<file path="config.mk">
export PLATFORM = sky130hd
export DESIGN_NAME = instr_fetch_unit
export DESIGN_NICKNAME = d
export VERILOG_FILES = /design/src/rtl/instr_fetch_unit.sv
export SDC_FILE = /design/constraint.sdc
export NUM_CORES = 1
export LEC_CHECK = 0
export CELL_PAD_IN_SITES_DETAIL_PLACEMENT = 1
export CELL_PAD_IN_SITES_GLOBAL_PLACEMENT = 1
export CORE_ASPECT_RATIO = 2
export CORE_UTILIZATION = 54
export CTS_CLUSTER_DIAMETER = 50
export DETAILED_ROUTE_END_ITERATION = 16
export DONT_BUFFER_PORTS = 1
export GPL_TIMING_DRIVEN = 0
export HOLD_SLACK_MARGIN = 0.08
export MAX_ROUTING_LAYER = met4
export PLACE_DENSITY = 0.88
export SLEW_MARGIN = 20
export SYNTH_ARGS = -nofsm -noshare
export SYNTH_HDL_FRONTEND = slang
export SYNTH_SLANG_ARGS = --single-unit
</file>
<file path="constraint.sdc">
create_clock -name clk -period 15.4 [get_ports clk]
set_input_delay 0.77 -clock clk [delete_from_list [all_inputs] [get_ports clk]]
set_output_delay 0.77 -clock clk [all_outputs]
set_load 0.01 [all_outputs]
</file>
<file path="src/rtl/instr_fetch_unit.sv">
// Instruction fetch unit: owns the fetch PC, issues one-at-a-time word reads and buffers returns.
// Optional FETCH_PERF_CNT_EN adds fetch_count / stall_count performance counters.
module instr_fetch_unit #(
  parameter logic [31:0] RESET_PC  = 32'h0000_0000,
  parameter int unsigned BUF_DEPTH = 2
) (
  input  logic        clk,
  input  logic        reset,
  output logic        imem_req_valid,
  output logic [31:0] imem_req_addr,
  input  logic        imem_req_ready,
  input  logic        imem_rsp_valid,
  input  logic [31:0] imem_rsp_data,
  input  logic        redirect_valid,
  input  logic [31:0] redirect_pc,
  output logic        instr_valid,
  input  logic        instr_ready,
  output logic [31:0] instr_data,
  output logic [31:0] instr_pc
`ifdef FETCH_PERF_CNT_EN
  ,
  output logic [31:0] fetch_count,
  output logic [31:0] stall_count
`endif
);

  localparam int unsigned PtrW = (BUF_DEPTH > 1) ? $clog2(BUF_DEPTH) : 1;
  localparam int unsigned CntW = $clog2(BUF_DEPTH + 1);
  localparam logic [CntW-1:0] Full = CntW'(BUF_DEPTH);

  typedef enum logic [1:0] {StIdle, StReq, StWait} state_e;

  state_e            r_state, w_state_next;
  logic              r_drop, w_drop_next;
  logic [31:0]       r_fetch_pc, w_fetch_pc_next;
  logic [31:0]       r_req_pc;
  logic [31:0]       r_buf_data [BUF_DEPTH];
  logic [31:0]       r_buf_pc   [BUF_DEPTH];
  logic [PtrW-1:0]   r_wptr, r_rptr;
  logic [CntW-1:0]   r_count, w_count_next;
  logic              w_push, w_pop, w_accept;

  assign imem_req_valid = (r_state == StReq) && !r_drop;
  assign imem_req_addr  = r_fetch_pc;
  assign instr_valid    = (r_count != '0);
  assign instr_data     = r_buf_data[r_rptr];
  assign instr_pc       = r_buf_pc[r_rptr];

  always_comb begin
    w_push          = (r_state == StWait) && imem_rsp_valid && !r_drop;
    w_pop           = instr_valid && instr_ready;
    w_accept        = imem_req_valid && imem_req_ready;
    w_count_next    = r_count + CntW'(w_push) - CntW'(w_pop);
    w_state_next    = r_state;
    w_drop_next     = r_drop && !imem_rsp_valid;
    w_fetch_pc_next = r_fetch_pc;

    unique case (r_state)
      StIdle: if (r_count != Full) w_state_next = StReq;
      StReq: begin
        if (w_accept) begin
          w_state_next    = StWait;
          w_fetch_pc_next = r_fetch_pc + 32'd4;
        end
      end
      StWait: begin
        if (imem_rsp_valid) w_state_next = (w_count_next != Full) ? StReq : StIdle;
      end
      default: w_state_next = StIdle;
    endcase

    // A redirect leaves any in-flight or just-accepted request owed a response we must discard.
    if (redirect_valid) begin
      w_state_next    = StReq;
      w_fetch_pc_next = redirect_pc & ~32'h3;
      w_drop_next     = ((r_state == StWait) && !imem_rsp_valid) || w_accept ||
                        (r_drop && !imem_rsp_valid);
    end
  end

  always_ff @(posedge clk) begin
    if (reset) begin
      r_state    <= StIdle;
      r_drop     <= 1'b0;
      r_fetch_pc <= RESET_PC & ~32'h3;
      r_req_pc   <= '0;
      r_wptr     <= '0;
      r_rptr     <= '0;
      r_count    <= '0;
      for (int i = 0; i < int'(BUF_DEPTH); i++) begin
        r_buf_data[i] <= '0;
        r_buf_pc[i]   <= '0;
      end
    end else begin
      r_state    <= w_state_next;
      r_drop     <= w_drop_next;
      r_fetch_pc <= w_fetch_pc_next;
      if (w_accept) r_req_pc <= r_fetch_pc;
      if (redirect_valid) begin
        r_wptr  <= '0;
        r_rptr  <= '0;
        r_count <= '0;
      end else begin
        if (w_push) begin
          r_buf_data[r_wptr] <= imem_rsp_data;
          r_buf_pc[r_wptr]   <= r_req_pc;
          r_wptr             <= r_wptr + 1'b1;
        end
        if (w_pop) r_rptr <= r_rptr + 1'b1;
        r_count <= w_count_next;
      end
    end
  end

`ifdef FETCH_PERF_CNT_EN
  always_ff @(posedge clk) begin
    if (reset) begin
      fetch_count <= '0;
      stall_count <= '0;
    end else begin
      if (w_push) fetch_count <= fetch_count + 32'd1;
      if (!instr_valid && !redirect_valid) stall_count <= stall_count + 32'd1;
    end
  end
`endif

endmodule
</file>
==> results.yml, run 1 <==
layout:
  fillers: 1599
  regArea_um2: 5080
  multiInputGateArea_um2: 3180
  drive_above_1_share_pct: 14.5
  nNetsFinal: 824
  stdcell_count: 963
  synthToLayoutAreaGrowth_pct: 10.6
global_route:
  grt_pass1_wl_um: 33700
  globalRoute.totalOverflow: 0
  antenna_found_initial: 1
  grt_max_degree: 45
  groute.usage.overall_pct: 27.9
  first_global_vias: 6291
place:
  hpwl_um: 16100
  dp.cells: 930
  place.gp.congestion: 0.896
  io_buffer_count: 0
die:
  chipWidth_um: 90.8
  core_area_um2: 15400
  start_util_pct: 55.4
  die_area_um2: 16300
  rows: 64
  io_pins: 168
  fp.dieH_um: 180
timing:
  timing.fmax_mhz: 348
  setup_viol: 0
  worstMarginPinSlew_ps: 727
  skew_ps: 6.85
  grt_setup_unrepaired: "false"
  final_hold_viol_count: 0
  fin_crit_sh_pct: 18.6
  relSlewSlack_pct: 51.3
  maxSlewViolCount: 0
  fin_setup_tns_ps: 0
  finalCriticalPeriod_ps: 2870
flow_run:
  maxCapViolations: 0
yosys:
  ys.flop_type: "edfxtp_1"
  synth_edf_count: 124
  synth_warnings: 0
  synth.area.top_cells: "edfxtp_1 (44%), dfxtp_1 (16%), and2_1 (9.3%), mux2_2 (8.2%), nand2_1 (3.1%)"
  synthAdderAreaFrac_pct: 0.441
  synth-simple-area-share_pct: 19.9
  yosysTopAreaCell: "edfxtp_1"
  ys_seq_area_share_pct: 59.7
  yosys.area.top_type_share_pct: 43.7
  async_flop_share_pct: 0
  synth_seq_cells: 192
  synthMuxAreaShare_pct: 8.20
  synthDistinctLibCells: 56
  synth_top_family_by_area: "simple AND/OR/NAND/NOR gates"
  synth_xor_area_share_pct: 1.23
  syn-cell-area_um2: 8510
  syn_avg_cell_area_um2: 11.7
  synth_compound_area_share_pct: 7.17
  synth_cells: 726
power:
  ir_drop_mv: 0.0744
  pwr-share-comb_pct: 5.2
  p_sw_share_pct: 22.5
  pwr-share-clk_pct: 39.7
  power_mw: 1.06
  leakage_nw: 3.36
  p_switching_uw: 240
  powerDensity_nw_per_um2: 113
  p_int_uw: 824
  seq_power_share_pct: 55.1
clock_tree:
  cts-resized-gates: 0
  cts_root_buf: "clkbuf_16"
  clock_path_buffers: 2
  clock_latency_ps: 430
  cts_tree: "built"
  postCtsSetupBuffers: 0
  cts.htree.levels: 4
  cts_buffers: 17
  clk_pin_slew_ps: 70
  cts.sink_count: 192
  cts_hold_buffers: 0
critical_path:
  cp.required_ps: 14630
  path_max_fanout: 10
  rrSetupSlack_ps: 12910
  cp-start-kind: "register"
  cp-end-kind: "output pin"
  worstSetupPathType: "register to output pin"
  cp_data_arrival_time_ps: 2100
  r2r_cells: 5
route:
  wire_per_inst_um: 22.4
  drc: 0
  drt_wl_total_um: 21600
  ant_nets: 0
  first_iter_violations: 240
  first_pass_iters: 5
  vias: 5629
  via_per_inst: 5.85
outcome:
  status: "complete, no violations"
hold_path:
  hold_depth: 2
  hold_class: "register to register"
critical path: stages (launching register included):
cell and delay [ps]:
dfxtp_1 310, clkbuf_1 430, clkbuf_1 500, mux2_2 440
layout by cell type, fill, tap and decap left out, types with 3 or more instances in the layout:
cell type    n
mux2_2      62
inv_1       10
conb_1       4
nand4_1     11
clkbuf_16   17
or4_1       12
dfxtp_1     68
nand3_1     11
edfxtp_1   124
nand2_1     70
a32oi_1      3
a21oi_1     33
or3_1        6
o21ai_0     10
buf_4        6
nor3_1       8
and2_1     126
and4_1       5
and3_1      10
clkbuf_1    50
a211oi_1     8
ha_1         3
xnor2_1      4
nor2_1      23
xor2_1       8
o31ai_1      9
a311oi_1    14
power groups by stage:
stage               registers [mW]  logic (mW)  clock network [mW]
finish                       0.586      0.0551               0.422
detailed placement           0.597      0.0549                   0
global route                 0.589      0.0597               0.450
global placement             0.598      0.0503                   0
floorplan                    0.591      0.0394                   0
CTS                          0.586      0.0554               0.429
final timing paths:
check,start,to
hold reg to reg,r_req_pc[13]$_SDFFE_PP0P_,r_req_pc[13]$_SDFFE_PP0P_
setup reg to reg,r_state[1]$_SDFFE_PP0P_,r_buf_data[1][21]$_SDFFCE_PN0P_
setup / recovery,register,instr_data[22]
hold / removal,r_req_pc[13]$_SDFFE_PP0P_,r_req_pc[13]$_SDFFE_PP0P_
Yosys cell counts (all sizes together), types with 2 or more instances:
cell type,n
nand2,72
nor3,8
and3,10
edfxtp,124
xnor2,4
a21oi,33
nor2,23
nand3,11
and4bb,2
xor2,8
ha,3
or3,6
and4,7
and2,128
mux2,62
or4,12
o31ai,9
a311o,2
a211oi,8
a311oi,14
a32oi,3
o21ai,11
clkbuf,45
dfxtp,68
or2,2
nand4,12
nor3b,2
inv,10
buf,10
metal layers:
layer	vias up	GRT usage (%)	wire length, um
met5	-	-	0
met4	0	15.7	983
met3	55	6.13	1190
met2	200	52.4	12300
met1	2722	25.1	7140
li1	2652	-	-
state kept, by name (all words and copies together) (netlist names), named ones only:
signal / cells
r_drop: 1
r_buf_data: 64
r_count: 2
r_req_pc: 30
r_buf_pc: 60
r_state: 2
r_rptr: 1
imem_req_addr: 30
r_wptr: 1
kinds of logic after synthesis:
kind of cell | after synthesis
compound gates | 91
xor+xnor | 12
fa+ha+maj | 3
buf+inv | 65
flops | 192
mux | 62
other cells | 1
simple gates | 300
per-stage QoR:
| stage | instance area [um^2] | setup WS, ps | hold slack [ps] | utilization [%] |
|---|---|---|---|---|
| 2_1_floorplan | 8530 | 9360 | 440 | - |
| 3_3_place_gp | 8770 | 7410 | 450 | 57.1 |
| 3_5_place_dp | 8860 | 12620 | 458 | 57.6 |
| 4_1_cts | 9420 | 12460 | 459 | 61.3 |
| 5_1_grt | 9420 | 12380 | 464 | 61.3 |
| 6_report | 9420 | 12530 | 463 | 61.3 |
area by class of cell:
cell class                      instances  area share (%)
Clock inverter                         10            1.18
Antenna cell                            1          0.0266
Sequential cell                       192            54.0
Inverter                               10           0.398
Timing Repair Buffer                    3           0.797
Multi-Input combinational cell        472            33.7
Clock buffer                           22            4.72
Buffer                                 55            2.54
Tap cell                              198            2.63
Note: power is estimated with default switching activity, not from simulation.
==> run 2, diff against run 1 <==
--- a/config.mk
+++ b/config.mk
@@ -8,14 +8,14 @@
 export CELL_PAD_IN_SITES_DETAIL_PLACEMENT = 1
 export CELL_PAD_IN_SITES_GLOBAL_PLACEMENT = 1
 export CORE_ASPECT_RATIO = 2
-export CORE_UTILIZATION = 54
+export CORE_UTILIZATION = 50
 export CTS_CLUSTER_DIAMETER = 50
 export DETAILED_ROUTE_END_ITERATION = 16
 export DONT_BUFFER_PORTS = 1
 export GPL_TIMING_DRIVEN = 0
 export HOLD_SLACK_MARGIN = 0.08
 export MAX_ROUTING_LAYER = met4
-export PLACE_DENSITY = 0.88
+export PLACE_DENSITY = 0.83
 export SLEW_MARGIN = 20
 export SYNTH_ARGS = -nofsm -noshare
 export SYNTH_HDL_FRONTEND = slang
==> constraint.sdc (replaced) <==
create_clock -name clk -period 2.72 [get_ports clk]
set_input_delay 0.136 -clock clk [delete_from_list [all_inputs] [get_ports clk]]
set_output_delay 0.136 -clock clk [all_outputs]
set_load 0.01 [all_outputs]
==> run 2 against run 1 <==
Net effect: worst hold slack worse by 350 ps; routed wire length up 7.1%; clock skew up 3.9 ps; power grew to 5.7 times the previous value; die area up 7.9%; clock power increased to 5.6 times the previous value; critical path depth is 3 higher; combinational power increased to 7.4 times the previous value; sequential power grew to 5.7 times the previous value; design area up 7.2%; register-to-register slack lost 13000 ps; count of clock-buffer cells in the layout fell by 4; critical endpoint is now imem_req_addr[29]$_SDFFE_PP0P_.
==> results.yml, run 2 (same netlist as run 1, synthesis figures left out) <==
outcome:
  status: "complete, no violations"
route:
  first_iter_violations: 206
  wire_per_inst_um: 22.3
  drc: 0
  ant_nets: 0
  vias: 5955
  via_per_inst: 5.74
  first_pass_iters: 4
  drt_wl_total_um: 23100
clock_tree:
  clock_path_buffers: 2
  cts.htree.levels: 4
  clock_latency_ps: 430
  cts_root_buf: "clkbuf_16"
  clk_pin_slew_ps: 70
  cts.sink_count: 192
  cts_tree: "built"
  cts_buffers: 17
timing:
  final_hold_viol_count: 0
  timing.fmax_mhz: 380
  relSlewSlack_pct: 47.3
  skew_ps: 10.8
  holdWs_ps: 116
  worstMarginPinSlew_ps: 788
  setup_viol: 0
  setup_ws_ps: 88.9
  fin_setup_tns_ps: 0
  fin_crit_sh_pct: 96.7
  maxSlewViolCount: 0
  finalCriticalPeriod_ps: 2630
critical_path:
  cp-start-kind: "register"
  rrSetupSlack_ps: 90
  path_max_fanout: 7
  critPathLaunch: "imem_req_addr[21]$_SDFFE_PP0P_"
  cp_data_arrival_time_ps: 3010
  r2r_cells: 6
  cp.required_ps: 3100
  cp-end-kind: "register"
  worstSetupPathType: "register to register"
  worst_r2r_endpoint: "imem_req_addr[29]$_SDFFE_PP0P_"
  reg2reg_from: "imem_req_addr[21]$_SDFFE_PP0P_"
place:
  hpwl_um: 16900
  pre_cts_slack_ps: 273
  place.gp.congestion: 0.889
  dp.cells: 939
  io_buffer_count: 0
layout:
  largest_reg_flops: 64
  regMostFlops: "r_buf_data"
  layout_commonest_cell: "and2_1"
  n_antenna_cell: 0
  stdcell_count: 1038
  layout_common_cells: "and2_1 (126), edfxtp_1 (124), nand2_1 (70)"
  drive_above_1_share_pct: 14.0
  fillers: 1723
  top_regs: "r_buf_data (64), r_buf_pc (60)"
  synthToLayoutAreaGrowth_pct: 18.6
  nNetsFinal: 891
power:
  leakage_nw: 3.64
  powerDensity_nw_per_um2: 603
  power_mw: 6.09
  ir_drop_mv: 0.433
die:
  fp.dieH_um: 187
  core_area_um2: 16700
  chipWidth_um: 94.3
  start_util_pct: 51.0
  die_area_um2: 17600
  rows: 67
  io_pins: 168
hold_path:
  hold_start: "instr_ready"
  min_to: "r_rptr$_SDFFE_PP0P_"
  hold_class: "primary input to register"
  hold_depth: 3
global_route:
  groute.usage.overall_pct: 28.2
  globalRoute.totalOverflow: 0
  grt_pass1_wl_um: 35900
  grt_max_degree: 45
  antenna_found_initial: 0
  first_global_vias: 6659
flow_run:
  maxCapViolations: 0
[run 2: timing repair]
item                                    CTS  global route
buffers inserted                          0             0
endpoints found under the setup margin    0             1
endpoints found under the hold margin    98             0
gates resized for setup                   0             3
hold buffers                             67             0
[run 2: layout make-up]
type | instances | area (um^2) | share of cell area (%)
plain buffers | 55 | 239 | 2.37
clock buffers | 18 | 429 | 4.25
multi-input cells | 472 | 3180 | 31.5
inverters | 10 | 37.5 | 0.372
well taps | 207 | 259 | 2.56
clock inverters | 14 | 124 | 1.23
repair buffers | 70 | 746 | 7.38
flip-flops and latches | 192 | 5090 | 50.4
[run 2: stage by stage]
step | utilization, % | area [um^2]
global route | 60.5 | 10100
floorplan | - | 8540
finish | 60.5 | 10100
detailed placement | 53.2 | 8870
CTS | 60.5 | 10100
global placement | 52.7 | 8800
[run 2: worst max-delay path by stage]
stage | end | slack (ps)
finish | imem_req_addr[29]$_SDFFE_PP0P_ | 90
global route | imem_req_addr[29]$_SDFFE_PP0P_ | -0.4
CTS | imem_req_addr[29]$_SDFFE_PP0P_ | 60
detailed placement | r_buf_pc[1][24]$_SDFFCE_PN0P_ | 270
global placement | r_buf_pc[1][25]$_SDFFCE_PN0P_ | -300
floorplan | r_buf_data[1][0]$_SDFFCE_PN0P_ | 470
[run 2: power by group]
part | total, mW | switching (mW) | internal [mW] | leakage, nW
clock | 2.37 | 1.03 | 1.33 | 0.262
sequential | 3.32 | 0.114 | 3.21 | 1.83
combinational | 0.405 | 0.230 | 0.174 | 1.54
total | 6.09 | 1.38 | 4.71 | 3.64
[run 2: layer usage]
metal	track usage (%)	up-vias	wire (um)
li1	-	2788	-
met1	26.2	2903	7930
met2	51.5	203	13000
met3	5.87	61	1090
met4	15.4	0	1160
met5	-	-	0
[run 2: critical path, cell delays in order (launching register included)]
cell and delay (ps):
dfxtp_1 550, and3_1 220, clkbuf_1 350, nand4_1 300, or4_1 540, nand3_1 90, dlygate4sd3_1 530
==> run 3, diff against run 2 <==
--- a/config.mk
+++ b/config.mk
@@ -5,10 +5,12 @@
 export SDC_FILE = /design/constraint.sdc
 export NUM_CORES = 1
 export LEC_CHECK = 0
+export ABC_AREA = 1
+export CAP_MARGIN = 0
 export CELL_PAD_IN_SITES_DETAIL_PLACEMENT = 1
-export CELL_PAD_IN_SITES_GLOBAL_PLACEMENT = 1
+export CELL_PAD_IN_SITES_GLOBAL_PLACEMENT = 2
 export CORE_ASPECT_RATIO = 2
-export CORE_UTILIZATION = 50
+export CORE_UTILIZATION = 39
 export CTS_CLUSTER_DIAMETER = 50
 export DETAILED_ROUTE_END_ITERATION = 16
 export DONT_BUFFER_PORTS = 1
==> run 3 against run 2 <==
Net effect: die area is 32% higher; utilization is 13 points lower; power is 5.2% higher; global-route usage is 6.8 points lower; critical path type unchanged; critical endpoint is now imem_req_addr[12]$_SDFFE_PP0P_; largest cell class unchanged.
==> results.yml, run 3 <==
layout:
  layout_common_cells: "nor2_1 (164), inv_1 (129), nand2_1 (126)"
  synthToLayoutAreaGrowth_pct: 20.7
  nNetsFinal: 1093
  largest_reg_flops: 64
  regMostFlops: "r_buf_data"
  layout_commonest_cell: "nor2_1"
  top_regs: "r_buf_data (64), r_buf_pc (60)"
  finish.utilization_pct: 48.0
  drive_above_1_share_pct: 14.1
  n_antenna_cell: 0
timing:
  setup_viol: 0
  worstMarginPinSlew_ps: 739
  setup_ws_ps: 215
  fin_crit_sh_pct: 92.1
  maxSlewViolCount: 0
  relSlewSlack_pct: 50.8
  finalCriticalPeriod_ps: 2500
  grt_setup_unrepaired: "false"
  timing.fmax_mhz: 399
  final_hold_viol_count: 0
  skew_ps: 13.6
critical_path:
  cp_slowest_cell: "dlygate4sd3_1"
  cp-end-kind: "register"
  cp_common_cell: "nand2_1"
  cp-start-kind: "register"
  path_max_fanout: 6
  crit_buf_inv: 1
  max_stage_delay_ps: 560
  cp.required_ps: 3050
  path_cells: "ha_1 -> nand2_1 -> nor2_2 -> nand2_2 -> nor2_1 -> nand2_1 -> nand3_1 -> a31oi_1 -> dlygate4sd3_1"
  path_delay_family: "simple AND/OR/NAND/NOR gates"
  worstSetupPathType: "register to register"
  cp_data_arrival_time_ps: 2830
clock_tree:
  cts.sink_count: 192
  postCtsSetupBuffers: 0
  clock_latency_ps: 440
  cts_tree: "built"
  cts_hold_buffers: 78
  cts_root_buf: "clkbuf_16"
  cts.htree.levels: 4
  clock_path_buffers: 2
  clk_pin_slew_ps: 70
  cts-resized-gates: 0
  cts_buffers: 17
yosys:
  synth_xor_area_share_pct: 0.698
  synth.area.top_cells: "edfxtp_1 (42%), dfxtp_1 (16%), mux2_2 (8.0%), nor2_1 (7.0%), inv_1 (5.5%)"
  synth_top_family_by_area: "simple AND/OR/NAND/NOR gates"
  ys.flop_type: "edfxtp_1"
  yosys.area.top_type_share_pct: 42.4
  synth_edf_count: 124
  yosysMostFrequentCell: "nor2_1"
  synth_seq_cells: 192
  synth-simple-area-share_pct: 17.2
  synthAdderAreaFrac_pct: 0.427
  synthDistinctLibCells: 37
  synth_warnings: 0
  synth_cells: 918
  yosysTopAreaCell: "edfxtp_1"
  syn-cell-area_um2: 8780
  ys_seq_area_share_pct: 57.9
  async_flop_share_pct: 0
  synth_compound_area_share_pct: 7.22
  synth_commonest_cells: "nor2_1 (164), inv_1 (129), nand2_1 (128)"
  synthMuxAreaShare_pct: 7.95
  syn_avg_cell_area_um2: 9.57
route:
  first_iter_violations: 253
  drc: 0
  ant_nets: 0
  vias: 6450
  wire_per_inst_um: 17.7
  drt_wl_total_um: 23200
  first_pass_iters: 4
  via_per_inst: 4.93
global_route:
  grt_max_degree: 47
  globalRoute.totalOverflow: 0
  antenna_found_initial: 0
  groute.usage.overall_pct: 21.4
  grt_pass1_wl_um: 36100
  first_global_vias: 6808
power:
  ir_drop_mv: 0.353
  leakage_nw: 4.15
  powerDensity_nw_per_um2: 605
die:
  chipWidth_um: 108
  io_pins: 168
  fp.dieH_um: 214
  die_area_um2: 23200
  rows: 77
  start_util_pct: 39.8
  core_area_um2: 22100
place:
  place.gp.congestion: 0.829
  hpwl_um: 17100
  io_buffer_count: 0
  pre_cts_slack_ps: 387
outcome:
  status: "complete, no violations"
flow_run:
  maxCapViolations: 0
hold_path:
  hold_class: "primary input to register"
[run 3: cell types whose count changed after synthesis, moves of 31 or more]
cell,before,now
and2_1,126,1
clkbuf_1,45,12
inv_1,10,129
nand2_1,70,128
nand3_1,11,42
nor2_1,23,164
o21ai_0,11,56
[run 3: layout make-up]
class	instances	area (um^2)
Clock buffer	18	429
Sequential cell	192	5080
Clock inverter	14	178
Buffer	42	258
Fill cell	2538	11500
Tap cell	276	345
Timing Repair Buffer	80	836
Inverter	132	495
Multi-Input combinational cell	555	2970
[run 3: cells by family after synthesis]
logic type / after synthesis
buffers and inverters: 174
multiplexers: 62
adder cells (fa/ha/maj): 3
XOR/XNOR: 7
flip-flops: 192
other: 1
AND/OR/NAND/NOR: 357
AO/OA/AOI/OAI: 122
[run 3: worst paths after layout]
check | slack [ps] | from | cells past startpoint | to
max | 220 | imem_req_addr[2]$_SDFFE_PP0P_ | 9 | imem_req_addr[12]$_SDFFE_PP0P_
min | 190 | imem_req_ready | 5 | imem_req_addr[13]$_SDFFE_PP0P_
max reg2reg | 220 | imem_req_addr[2]$_SDFFE_PP0P_ | 9 | imem_req_addr[12]$_SDFFE_PP0P_
min reg2reg | 460 | r_rptr$_SDFFE_PP0P_ | 1 | r_rptr$_SDFFE_PP0P_
[run 3: report_power, final]
part / switching (mW) / total (mW) / internal (mW) / leakage [nW]
clock network: 1.14 / 2.60 / 1.46 / 0.285
logic: 0.292 / 0.490 / 0.198 / 2.02
registers: 0.0979 / 3.32 / 3.22 / 1.84
[run 3: worst reg2reg max path, cell delays in order (launching register included)]
cell and delay, ps:
dfxtp_1 510, ha_1 260, nand2_1 80, nor2_2 160, nand2_2 140, nor2_1 440
nand2_1 90, nand3_1 90, a31oi_1 70, dlygate4sd3_1 560
[run 3: routing by layer]
layer,global-route usage [%],routed length (um)
met1,19.9,8390
met3,3.47,749
met4,9.00,679
met2,41.4,13400
met5,-,0
[run 3: metrics by stage]
step / setup TNS, ps / area (um^2) / power (mW) / hold slack (ps) / std cells
finish: 0 / 10600 / 6.41 / 186 / 1309
global route: 0 / 10600 / 6.62 / 208 / 1309
CTS: 0 / 10600 / 6.48 / 166 / 1309
detailed placement: 0 / 9210 / 3.79 / 320 / 1199
global placement: -33140 / 9140 / 3.77 / 311 / 1197
floorplan: 0 / 8800 / 3.64 / 302 / 921
